**src/rtl/ifetch_unit.sv**
```systemverilog
// ifetch_unit -- instruction-fetch front end.
//
// Owns the program counter and drives the instruction-memory address. The
// instruction memory returns its word in the same cycle. The word and its PC
// are captured into a 2-entry fetch buffer. The buffer head is offered to
// decode over a valid/ready handshake.
//
// Optional feature macro: FETCH_MISALIGN_EN
//   defined   : a misaligned redirect target produces a single fault entry
//               and fetch halts until the next redirect or reset.
//   undefined : redirect targets are forced word-aligned; id_fault is 0.
//
// Ports
//   clk          in   clock, rising edge
//   rst          in   asynchronous reset, active low
//   iaddr        out  [31:0] instruction byte address (the PC register)
//   idata        in   [31:0] instruction word at iaddr, same cycle
//   redirect     in   flush the buffer and restart fetch at redirect_pc
//   redirect_pc  in   [31:0] redirect target
//   id_valid     out  buffer head valid
//   id_ready     in   decode consumes the head this cycle
//   id_instr     out  [31:0] head instruction (0 when empty)
//   id_pc        out  [31:0] head PC (0 when empty)
//   id_pc4       out  [31:0] head PC + 4 (0 when empty)
//   id_fault     out  head is a misaligned-target fault entry
module ifetch_unit #(
  parameter logic [31:0] RESET_PC = 32'h0000_0000
) (
  input  logic        clk,
  input  logic        rst,
  output logic [31:0] iaddr,
  input  logic [31:0] idata,
  input  logic        redirect,
  input  logic [31:0] redirect_pc,
  output logic        id_valid,
  input  logic        id_ready,
  output logic [31:0] id_instr,
  output logic [31:0] id_pc,
  output logic [31:0] id_pc4,
  output logic        id_fault
);

  logic [31:0] pc_q, pc_d;
  logic [1:0]  count_q, count_d;
  // Entry 0 is always the head; entry 1 shifts down on a pop.
  logic [31:0] e0_pc_q, e0_pc_d, e1_pc_q, e1_pc_d;
  logic [31:0] e0_instr_q, e0_instr_d, e1_instr_q, e1_instr_d;
  logic [31:0] new_instr;
  logic        push, pop, halted;

`ifdef FETCH_MISALIGN_EN
  logic halted_q, halted_d;
  logic e0_fault_q, e0_fault_d, e1_fault_q, e1_fault_d;
  logic fault_fetch;

  // The PC can only become misaligned through a redirect, so a misaligned
  // PC while not halted marks the one cycle that emits the fault entry.
  assign fault_fetch = (pc_q[1:0] != 2'b00);
  assign halted      = halted_q;
  assign new_instr   = fault_fetch ? 32'h0 : idata;
`else
  assign halted      = 1'b0;
  assign new_instr   = idata;
`endif

  // Push depends only on registered state, never on id_ready.
  assign pop  = (count_q != 2'd0) && id_ready;
  assign push = !redirect && !halted && (count_q != 2'd2);

  always_comb begin
    pc_d       = pc_q;
    count_d    = count_q;
    e0_pc_d    = e0_pc_q;
    e1_pc_d    = e1_pc_q;
    e0_instr_d = e0_instr_q;
    e1_instr_d = e1_instr_q;
`ifdef FETCH_MISALIGN_EN
    halted_d   = halted_q;
    e0_fault_d = e0_fault_q;
    e1_fault_d = e1_fault_q;
`endif
    if (redirect) begin
      // Flush wins over any pop or push in the same cycle.
      count_d = 2'd0;
`ifdef FETCH_MISALIGN_EN
      halted_d = 1'b0;
      pc_d     = redirect_pc;
`else
      pc_d     = redirect_pc & 32'hFFFF_FFFC;
`endif
    end else begin
      if (push) begin
`ifdef FETCH_MISALIGN_EN
        if (fault_fetch) halted_d = 1'b1;
        else             pc_d     = pc_q + 32'd4;
`else
        pc_d = pc_q + 32'd4;
`endif
      end
      case ({push, pop})
        2'b01: begin
          e0_pc_d    = e1_pc_q;
          e0_instr_d = e1_instr_q;
`ifdef FETCH_MISALIGN_EN
          e0_fault_d = e1_fault_q;
`endif
          count_d    = count_q - 2'd1;
        end
        2'b10: begin
          if (count_q == 2'd0) begin
            e0_pc_d    = pc_q;
            e0_instr_d = new_instr;
`ifdef FETCH_MISALIGN_EN
            e0_fault_d = fault_fetch;
`endif
          end else begin
            e1_pc_d    = pc_q;
            e1_instr_d = new_instr;
`ifdef FETCH_MISALIGN_EN
            e1_fault_d = fault_fetch;
`endif
          end
          count_d = count_q + 2'd1;
        end
        2'b11: begin
          // Push only happens with count < 2 and pop needs count > 0,
          // so count is 1 here: the new word replaces the departing head.
          e0_pc_d    = pc_q;
          e0_instr_d = new_instr;
`ifdef FETCH_MISALIGN_EN
          e0_fault_d = fault_fetch;
`endif
        end
        default: ;
      endcase
    end
  end

  always_ff @(posedge clk or negedge rst) begin
    if (!rst) begin
      pc_q       <= RESET_PC;
      count_q    <= 2'd0;
      e0_pc_q    <= 32'h0;
      e1_pc_q    <= 32'h0;
      e0_instr_q <= 32'h0;
      e1_instr_q <= 32'h0;
`ifdef FETCH_MISALIGN_EN
      halted_q   <= 1'b0;
      e0_fault_q <= 1'b0;
      e1_fault_q <= 1'b0;
`endif
    end else begin
      pc_q       <= pc_d;
      count_q    <= count_d;
      e0_pc_q    <= e0_pc_d;
      e1_pc_q    <= e1_pc_d;
      e0_instr_q <= e0_instr_d;
      e1_instr_q <= e1_instr_d;
`ifdef FETCH_MISALIGN_EN
      halted_q   <= halted_d;
      e0_fault_q <= e0_fault_d;
      e1_fault_q <= e1_fault_d;
`endif
    end
  end

  assign iaddr    = pc_q;
  assign id_valid = (count_q != 2'd0);
  assign id_instr = id_valid ? e0_instr_q : 32'h0;
  assign id_pc    = id_valid ? e0_pc_q : 32'h0;
  assign id_pc4   = id_valid ? (e0_pc_q + 32'd4) : 32'h0;
`ifdef FETCH_MISALIGN_EN
  assign id_fault = id_valid & e0_fault_q;
`else
  assign id_fault = 1'b0;
`endif

endmodule

```
**config.mk**
```make
export PLATFORM = sky130hd
export DESIGN_NAME = ifetch_unit
export DESIGN_NICKNAME = d
export VERILOG_FILES = /design/src/rtl/ifetch_unit.sv
export SDC_FILE = /design/constraint.sdc
export NUM_CORES = 1
export LEC_CHECK = 0
export CORE_MARGIN = 4
export CORE_UTILIZATION = 50
export DETAILED_ROUTE_END_ITERATION = 6
export PLACE_DENSITY = 0.82
export SLEW_MARGIN = 20
export SYNTH_ARGS = -nofsm -noshare
export SYNTH_HDL_FRONTEND = slang
export SYNTH_SLANG_ARGS = --single-unit
```
**constraint.sdc**
```tcl
create_clock -name clk -period 2.14 [get_ports clk]
set_input_delay 0.428 -clock clk [delete_from_list [all_inputs] [get_ports clk]]
set_output_delay 0.428 -clock clk [all_outputs]
set_load 0.05 [all_outputs]
```
==> impl_metrics.yaml, run 1 <==
sta:
  relSlewSlack_pct: 64.53
  fin_skew_ps: 7.575
  rsz0062_at_grt: "true"
  finalSetupViolCount: 45
  slew_viol_final: 0
  tightest_slew_ps: 531.2
  hold_viol: 0
  setup_ws_ps: -473.2
  fin_crit_ps: 2613
  fmaxAchievable_mhz: 382.7
  hold_ws_ps: 295.7
  fin_crit_sh_pct: 122.1
hold_path:
  hold_class: "input port to flip-flop"
synth:
  synth_common_cells: "156 x dfrtp_1, 99 x nand2_1, 78 x o21ai_0"
  yosysTopAreaCellShare_pct: 47.69
  ys_async_sr_fraction_pct: 100.0
  synth_area_leader_cell: "dfrtp_1"
  synth_area_leaders: "dfrtp_1 48%, mux2_2 9.9%, and2_1 4.9%, o21ai_0 4.8%, nand2_1 4.5%"
  syn_inst: 841
  synth.most_common_cell: "dfrtp_1"
  syn_area_um2: 8185
  syn-mean-instance-area_um2: 9.733
  ys_seq_area_share_pct: 47.69
  synth_ff_type: "dfrtp_1"
  synth_edf_count: 0
  synth.distinct_cells: 53
  yosys_register_bits: 156
  yosysWarnings: 0
floorplan:
  die_w_um: 136.0
  ios: 198
  core_um2: 15940
  rows: 46
  dieArea_um2: 18480
  initial_core_util_pct: 51.34
  die_h_um: 136.0
finish:
  final_cells: 1302
  layout-drive-gt1-share_pct: 36.46
  nFillCells: 1017
  syn_to_final_growth_pct: 48.18
  fin_nets: 1143
  n_antenna_cell: 0
cts:
  clock_sinks: 156
  cts_max_level: 4
  ctsLongestPathBuffers: 2
  clock_latency_ps: 420
  cts-root-buf: "clkbuf_16"
  numCtsBuffers: 17
  cts_tree: "done"
  clkTransAtPathRegs_ps: 60
detailed_routing:
  drt_first_pass_iters: 5
  routed_wl_mm: 25.12
  wl_met2_mm: 12.47
  top_layer_used: "met4"
  ant_nets: 0
  num_vias: 7387
  wl_met1_mm: 10.35
  drc: 0
  met3WireLength_mm: 1.781
  vias_per_cell: 5.674
  dr.first_iter.drc_count: 485
  avgRoutedWirePerCell_um: 19.29
grt:
  grtUsageTotal_pct: 25.05
  grt_overflow: 0
  grt_pass1_wl_mm: 36.81
  antenna_found_initial: 0
  grt_pass1_vias: 7177
  grt_max_degree: 68
place:
  pre_cts_ws_ps: -84.77
  hpwl_mm: 15.32
  io_buffer_count: 188
  placed_cells: 1243
  gp_congestion: 0.8178
power_and_ir_drop:
  peakVddDrop_mv: 0.6716
  power.density_nw_per_um2: 932.3
  leakagePower_nw: 5.315
  finalPower_mw: 11.31
setup_path:
  endpoint_kind: "output port"
  crit_type: "flip-flop to output port"
  crit_required_ps: 1710
  startpoint_type: "flip-flop"
  worst-path-max-fanout: 7
  arrival_ps: 2190
run_status:
  status: "finished with violations"
  violations: "setup timing"
flow_run:
  maxCapViolations: 0
per-stage QoR:
stage	TNS [ps]	area, um^2	util (%)
final	-9609	12130	76.08
after global routing	-12600	12130	76.08
after CTS	-7281	11610	72.82
after detailed placement	-241.9	10520	66.00
after global placement	-120.7	10520	66.00
after floorplan	-421.9	8284	-
registers in the layout (all words and copies together), names as in the netlist:
signal      count
e1_instr_q     32
e1_pc_q        30
count_q         2
iaddr          30
e0_instr_q     32
e0_pc_q        30
metal layers:
layer | global-route usage [%] | up-vias
met2 | 40.96 | 278
met1 | 32.45 | 3594
met3 | 6.144 | 42
met4 | 9.295 | 0
met5 | 0 | -
li1 | - | 3473
power by group:
part | internal [mW] | switching (mW)
Sequential | 3.54 | 0.435
Clock | 2.02 | 1.18
Combinational | 1.75 | 2.38
logic make-up (layout without fill, tap and decap cells):
kind of cell             count (synthesis)  after routing  share of synthesized area [%]
AO/OA/AOI/OAI                          163            163                          11.91
XOR/XNOR                                19             19                          2.033
adder cells (fa/ha/maj)                  2              2                         0.3057
buffers and inverters                   82            321                          4.570
flip-flops                             156            156                          47.69
multiplexers                            95             95                          12.72
other                                    1              7                        0.04581
AND/OR/NAND/NOR                        323            323                          20.73
path summary, 6_finish.rpt:
check                                            from                         end  slack [ps]  cells after the start
max                           e0_pc_q[10]$_DFFE_PN0P_                  id_pc4[21]        -470                      7
min                                          redirect      count_q[1]$_DFFE_PN0P_         300                      2
max reg2reg                     iaddr[11]$_DFFE_PN0N_       iaddr[23]$_DFFE_PN0N_         120                      4
min reg2reg                e0_instr_q[21]$_DFFE_PN0P_  e0_instr_q[21]$_DFFE_PN0P_         470                      2
max in group asynchronous                         rst        iaddr[3]$_DFFE_PN0N_         990                      3
min in group asynchronous                         rst   e0_instr_q[5]$_DFFE_PN0P_         540                      2
repair_timing:
action,4_1_cts,5_1_grt
hold buffers,1,0
gates resized for setup,112,109
pin swaps,18,43
cloned,2,5
buffers inserted,11,11
hold endpoints to repair,46,0
endpoints found under the setup margin,68,70
worst max-delay path, cell delays in order (launching register included):
cell and delay (ps):
dfrtp_1 380, and4_4 260, buf_6 110, nand4_1 140, buf_6 190, or3_4 350
a21oi_4 180, buf_12 150
area by class of cell:
type	count	area (um^2)	share of cell area, %
clock buffers	22	464.2	3.827
clock inverters	10	161.4	1.331
inverters	13	51.30	0.4229
multi-input cells	609	4364	35.98
flip-flops and latches	156	3908	32.22
well taps	216	270.3	2.228
repair buffers	276	2910	23.99
layout by cell type (no fill, tap or decap), types with 11 or more instances in the layout:
| cell | Yosys | layout |
|---|---|---|
| nand4_1 | 19 | 19 |
| xor2_1 | 13 | 13 |
| nor2_1 | 45 | 36 |
| inv_1 | 12 | 11 |
| mux2_2 | 72 | 62 |
| buf_12 | 0 | 17 |
| buf_8 | 0 | 19 |
| clkdlybuf4s50_1 | 0 | 64 |
| buf_6 | 1 | 66 |
| and2_4 | 0 | 39 |
| dfrtp_1 | 156 | 153 |
| buf_4 | 9 | 90 |
| nand3_1 | 27 | 24 |
| o22ai_1 | 40 | 40 |
| o21ai_0 | 78 | 75 |
| clkbuf_16 | 0 | 20 |
| and2_1 | 64 | 22 |
| dlygate4sd2_1 | 0 | 14 |
| mux2i_1 | 23 | 23 |
| nand2_1 | 99 | 95 |
(Power assumes the default switching activity.)
==> run 2: changes to the inputs <==
GPL_TIMING_DRIVEN = 0   (was unset)
==> impl_metrics.yaml, run 2 (synthesized netlist as in run 1, its figures left out) <==
setup_path:
  crit_required_ps: 1710
  cp_num_buf_inv: 4
  startpoint_type: "flip-flop"
  arrival_ps: 2210
  reg2reg_from: "count_q[0]$_DFFE_PN0P_"
  crit_chain: "and4_1 > buf_6 > buf_6 > nand4_4 > buf_6 > nor4_4 > mux2_4 > buf_8"
  crit_type: "flip-flop to output port"
  worst-path-max-fanout: 5
  startpoint: "e0_pc_q[10]$_DFFE_PN0P_"
  crit_top_cell: "buf_6"
  crit_path_max_incr_delay_ps: 360
  endpoint_kind: "output port"
  cpMaxStageDelayCell: "dfrtp_2"
  cp_top_family: "buffers and inverters"
  r2r_slack_ps: -70
floorplan:
  rows: 46
  initial_core_util_pct: 51.34
  die_w_um: 136.0
  core_um2: 15940
  die_h_um: 136.0
  dieArea_um2: 18480
  ios: 198
grt:
  grt_max_degree: 102
  grtUsageTotal_pct: 28.40
  grt_overflow: 0
  antenna_found_initial: 0
  grt_pass1_vias: 7923
  grt_pass1_wl_mm: 41.21
flow_run:
  maxCapViolations: 0
finish:
  reg_top3: "e0_instr_q: 32 flops, e1_instr_q: 32 flops"
  syn_to_final_growth_pct: 53.04
  nFillCells: 906
  final_cells: 1346
  n_antenna_cell: 0
  layout_common_cells: "143 x dfrtp_1, 96 x nand2_1, 77 x o21ai_0"
  layout-drive-gt1-share_pct: 37.79
  final_cell_area_um2: 12530
  regArea_um2: 3920
  fin_nets: 1187
  multi_input_area_um2: 4389
  final_common_cell: "dfrtp_1"
cts:
  cts_max_level: 4
  cts-root-buf: "clkbuf_16"
  clock_sinks: 156
  numCtsBuffers: 17
  clkTransAtPathRegs_ps: 60
  cts_tree: "done"
  clock_latency_ps: 420
  ctsLongestPathBuffers: 2
detailed_routing:
  vias_per_cell: 6.030
  ant_nets: 0
  routed_wl_mm: 28.83
  dr.first_iter.drc_count: 564
  drc: 0
  num_vias: 8117
  drt_first_pass_iters: 5
  avgRoutedWirePerCell_um: 21.42
power_and_ir_drop:
  p_clk_share_pct: 25.9
  power.density_nw_per_um2: 902.9
  leakagePower_nw: 5.497
  combPwrFrac_pct: 38.3
  switching_power_mw: 4.190
  finalPower_mw: 11.31
  swShare_pct: 37.05
  p_seq_share_pct: 35.9
  p_int_mw: 7.120
  peakVddDrop_mv: 0.6531
place:
  hpwl_mm: 16.90
  placed_area_um2: 10460
  placed_cells: 1251
  io_buffer_count: 187
  gp_congestion: 0.8865
run_status:
  violations: "setup timing"
  status: "finished with violations"
sta:
  relSlewSlack_pct: 60.54
  fin_crit_ps: 2637
  fin_skew_ps: 6.747
  rsz0062_at_grt: "true"
  setup_ws_ps: -496.8
  tightest_slew_ps: 591.9
  fmaxAchievable_mhz: 379.2
  hold_viol: 0
  finalSetupViolCount: 81
  slew_viol_final: 0
  hold_ws_ps: 485.7
  fin_crit_sh_pct: 123.2
  fin_tns_setup_ps: -21970
hold_path:
  hp-start: "e0_instr_q[24]$_DFFE_PN0P_"
  hold_class: "flip-flop to flip-flop"
[run 2: cell count changes in the layout (fill, tap and decap cells not counted), moves of 14 or more]
| cell | before | now |
|---|---|---|
| buf_2 | 1 | 19 |
| clkbuf_1 | 3 | 21 |
| and2_4 | 39 | 56 |
| and2_1 | 22 | 8 |
| buf_8 | 19 | 63 |
| buf_4 | 90 | 49 |
[run 2: worst paths after layout]
kind                                              endpoint  depth (start not counted)
worst max-delay path                            id_pc4[30]                          8
worst min-delay path            e0_instr_q[24]$_DFFE_PN0P_                          2
worst max register to register  e0_instr_q[10]$_DFFE_PN0P_                          8
worst min register to register  e0_instr_q[24]$_DFFE_PN0P_                          2
max in group asynchronous             iaddr[3]$_DFFE_PN0N_                          3
min in group asynchronous        e0_instr_q[8]$_DFFE_PN0P_                          2
[run 2: timing repair]
item                       CTS  global route
gates cloned                 8             1
pin swaps                   44            34
gates resized for setup    854            90
hold buffers                 1             0
setup buffers               49             8
setup endpoints to repair  179           165
hold endpoints to repair    55             0
[run 2: cell type report]
type | instances | area share [%]
Timing Repair inverter | 1 | 0.05993
Inverter | 13 | 0.4495
Tap cell | 216 | 2.157
Multi-Input combinational cell | 609 | 35.04
Clock inverter | 9 | 0.6892
Timing Repair Buffer | 252 | 22.52
Sequential cell | 156 | 31.29
Buffer | 67 | 3.895
Clock buffer | 23 | 3.895
[run 2: routing by layer]
metal	vias up	track usage, %	part of all wire (%)
met2	467	48.26	49
met1	4001	35.74	39
met5	-	0	0
met4	0	10.92	4.1
met3	97	5.922	8.1
li1	3552	-	-
[run 2: power by group through the flow]
stage	registers, mW	clock network [mW]	logic (mW)
after global routing	4.12	3.09	4.52
after detailed placement	4.08	0	3.37
after floorplan	4.14	0	2.08
final	4.06	2.93	4.33
after CTS	3.99	2.93	4.03
after global placement	4.05	0	3.30
[run 2: metrics by stage]
step | setup slack, ps | util [%]
final | -496.8 | 78.57
after CTS | -524.5 | 76.50
after global placement | -6108 | 65.40
after floorplan | -140.9 | -
after global routing | -564.0 | 78.57
after detailed placement | -1115 | 65.60
[run 2: worst register-to-register path, stage by stage (launching register included)]
cell      delay, ps
dfrtp_2         420
buf_4           150
nor2b_1         260
buf_4           310
nor2_4           70
buf_12          150
clkbuf_2        220
o22ai_1         320
o21ai_0         170
==> run 3: changes to the inputs <==
==> constraint.sdc (replaced) <==
create_clock -name clk -period 2.14 [get_ports clk]
set_input_delay 0.214 -clock clk [delete_from_list [all_inputs] [get_ports clk]]
set_output_delay 0.214 -clock clk [all_outputs]
set_load 0.05 [all_outputs]
==> impl_metrics.yaml, run 3 (synthesized netlist as in run 1, its figures left out) <==
power_and_ir_drop:
  switching_power_mw: 3.991
  peakVddDrop_mv: 0.7061
  combPwrFrac_pct: 33.8
  power.density_nw_per_um2: 924.0
  p_clk_share_pct: 27.7
  leakagePower_nw: 4.951
  p_int_mw: 6.480
  finalPower_mw: 10.47
  p_seq_share_pct: 38.4
  swShare_pct: 38.11
run_status:
  status: "finished with violations"
  violations: "setup timing"
detailed_routing:
  dr.first_iter.drc_count: 500
  drc: 0
  vias_per_cell: 5.857
  num_vias: 7702
  avgRoutedWirePerCell_um: 18.95
  ant_nets: 0
  drt_first_pass_iters: 5
  routed_wl_mm: 24.92
grt:
  grtUsageTotal_pct: 26.21
  grt_pass1_vias: 7369
  antenna_found_initial: 0
  grt_pass1_wl_mm: 38.26
  grt_overflow: 0
  grt_max_degree: 101
floorplan:
  ios: 198
  rows: 46
  dieArea_um2: 18480
  core_um2: 15940
  initial_core_util_pct: 51.34
  die_w_um: 136.0
  die_h_um: 136.0
setup_path:
  startpoint: "e0_pc_q[10]$_DFFE_PN0P_"
  endpoint_kind: "output port"
  reg2reg_from: "count_q[1]$_DFFE_PN0P_"
  reg2reg_to: "e0_pc_q[13]$_DFFE_PN0P_"
  worst-path-max-fanout: 5
  crit_required_ps: 1930
  r2r_slack_ps: 70
  startpoint_type: "flip-flop"
  r2r_cells: 7
  arrival_ps: 2290
  crit_type: "flip-flop to output port"
hold_path:
  hold_class: "input port to flip-flop"
  min_path_cells: 3
  hp-start: "redirect"
  min_to: "iaddr[11]$_DFFE_PN0N_"
sta:
  hold_viol: 0
  relSlewSlack_pct: 41.54
  fin_crit_ps: 2508
  rsz0062_at_grt: "true"
  fin_crit_sh_pct: 117.2
  fin_tns_setup_ps: -3991
  tightest_slew_ps: 868.9
  setup_ws_ps: -368.5
  fin_skew_ps: 7.014
  slew_viol_final: 0
  finalSetupViolCount: 21
  fmaxAchievable_mhz: 398.6
finish:
  final_common_cell: "dfrtp_1"
  final_cells: 1315
  syn_to_final_growth_pct: 38.43
  layout-drive-gt1-share_pct: 29.21
  reg_top3: "e0_instr_q: 32 flops, e1_instr_q: 32 flops"
  layout_common_cells: "143 x dfrtp_1, 97 x nand2_1, 93 x clkdlybuf4s50_1"
  fin_nets: 1156
  nFillCells: 1141
  n_antenna_cell: 0
place:
  gp_congestion: 0.8984
  hpwl_mm: 17.15
  io_buffer_count: 187
  placed_cells: 1251
cts:
  clock_sinks: 156
  cts_max_level: 4
  clkTransAtPathRegs_ps: 60
  clock_latency_ps: 430
  cts-root-buf: "clkbuf_16"
  numCtsBuffers: 17
  cts_tree: "done"
  ctsLongestPathBuffers: 2
flow_run:
  maxCapViolations: 0
## run 3: what timing repair did
item / 4_1_cts / 5_1_grt
pin swaps: 17 / 12
setup buffers: 29 / 4
hold endpoints to repair: 56 / 0
hold buffers: 1 / 0
gates cloned: 1 / 0
resized for setup: 494 / 94
endpoints found under the setup margin: 119 / 93
## run 3: critical path, cell delays in order (launching register included)
cell and delay [ps]:
dfrtp_2 360, and4_4 230, buf_6 120, nand4_1 140, buf_6 180, buf_8 130, or3_1 350, a21oi_2 180
buf_6 180
## run 3: power groups by stage
stage               Sequential, mW  Clock (mW)  Combinational [mW]
finish                        4.02        2.90                3.54
global route                  4.08        3.07                3.76
CTS                           4.00        2.92                3.47
detailed placement            4.10           0                3.35
global placement              4.05           0                3.28
floorplan                     4.14           0                2.06
## run 3: layout make-up
class | count | area [um^2] | area share, %
buffer | 67 | 384.1 | 3.390
tap | 216 | 270.3 | 2.385
multi-input combinational | 609 | 4159 | 36.70
inverter | 13 | 51.30 | 0.4527
clock buffer | 17 | 425.4 | 3.754
timing repair buffer | 222 | 1981 | 17.48
clock inverter | 15 | 140.1 | 1.237
sequential | 156 | 3920 | 34.60
## run 3: per-layer routing
layer | wire, um | up-vias | track usage (%)
met5 | 0 | - | 0
met2 | 12200 | 383 | 43.00
met3 | 1838 | 63 | 5.181
met1 | 10260 | 3762 | 35.08
met4 | 622 | 0 | 8.791
li1 | - | 3494 | -
## run 3: how the worst max path moves through the flow
stage                     cells past startpoint                     to  slack [ps]
after floorplan                               6  iaddr[21]$_DFFE_PN0N_          20
after global placement                        1   iaddr[2]$_DFFE_PN0N_       -5870
after detailed placement                      7             id_pc4[29]        -750
after CTS                                     5             id_pc4[30]        -230
after global routing                          8             id_pc4[17]        -390
final                                         8             id_pc4[17]        -370
## run 3: per-stage QoR
stage | utilization [%] | hold WS, ps | area [um^2] | worst slack, ps
2_1_floorplan | - | -81.59 | 8229 | 23.68
3_3_place_gp | 65.05 | 452.8 | 10370 | -5871
3_5_place_dp | 65.26 | 171.0 | 10400 | -745.6
4_1_cts | 70.28 | 259.5 | 11200 | -229.6
5_1_grt | 71.07 | 279.8 | 11330 | -390.7
6_report | 71.07 | 278.7 | 11330 | -368.5
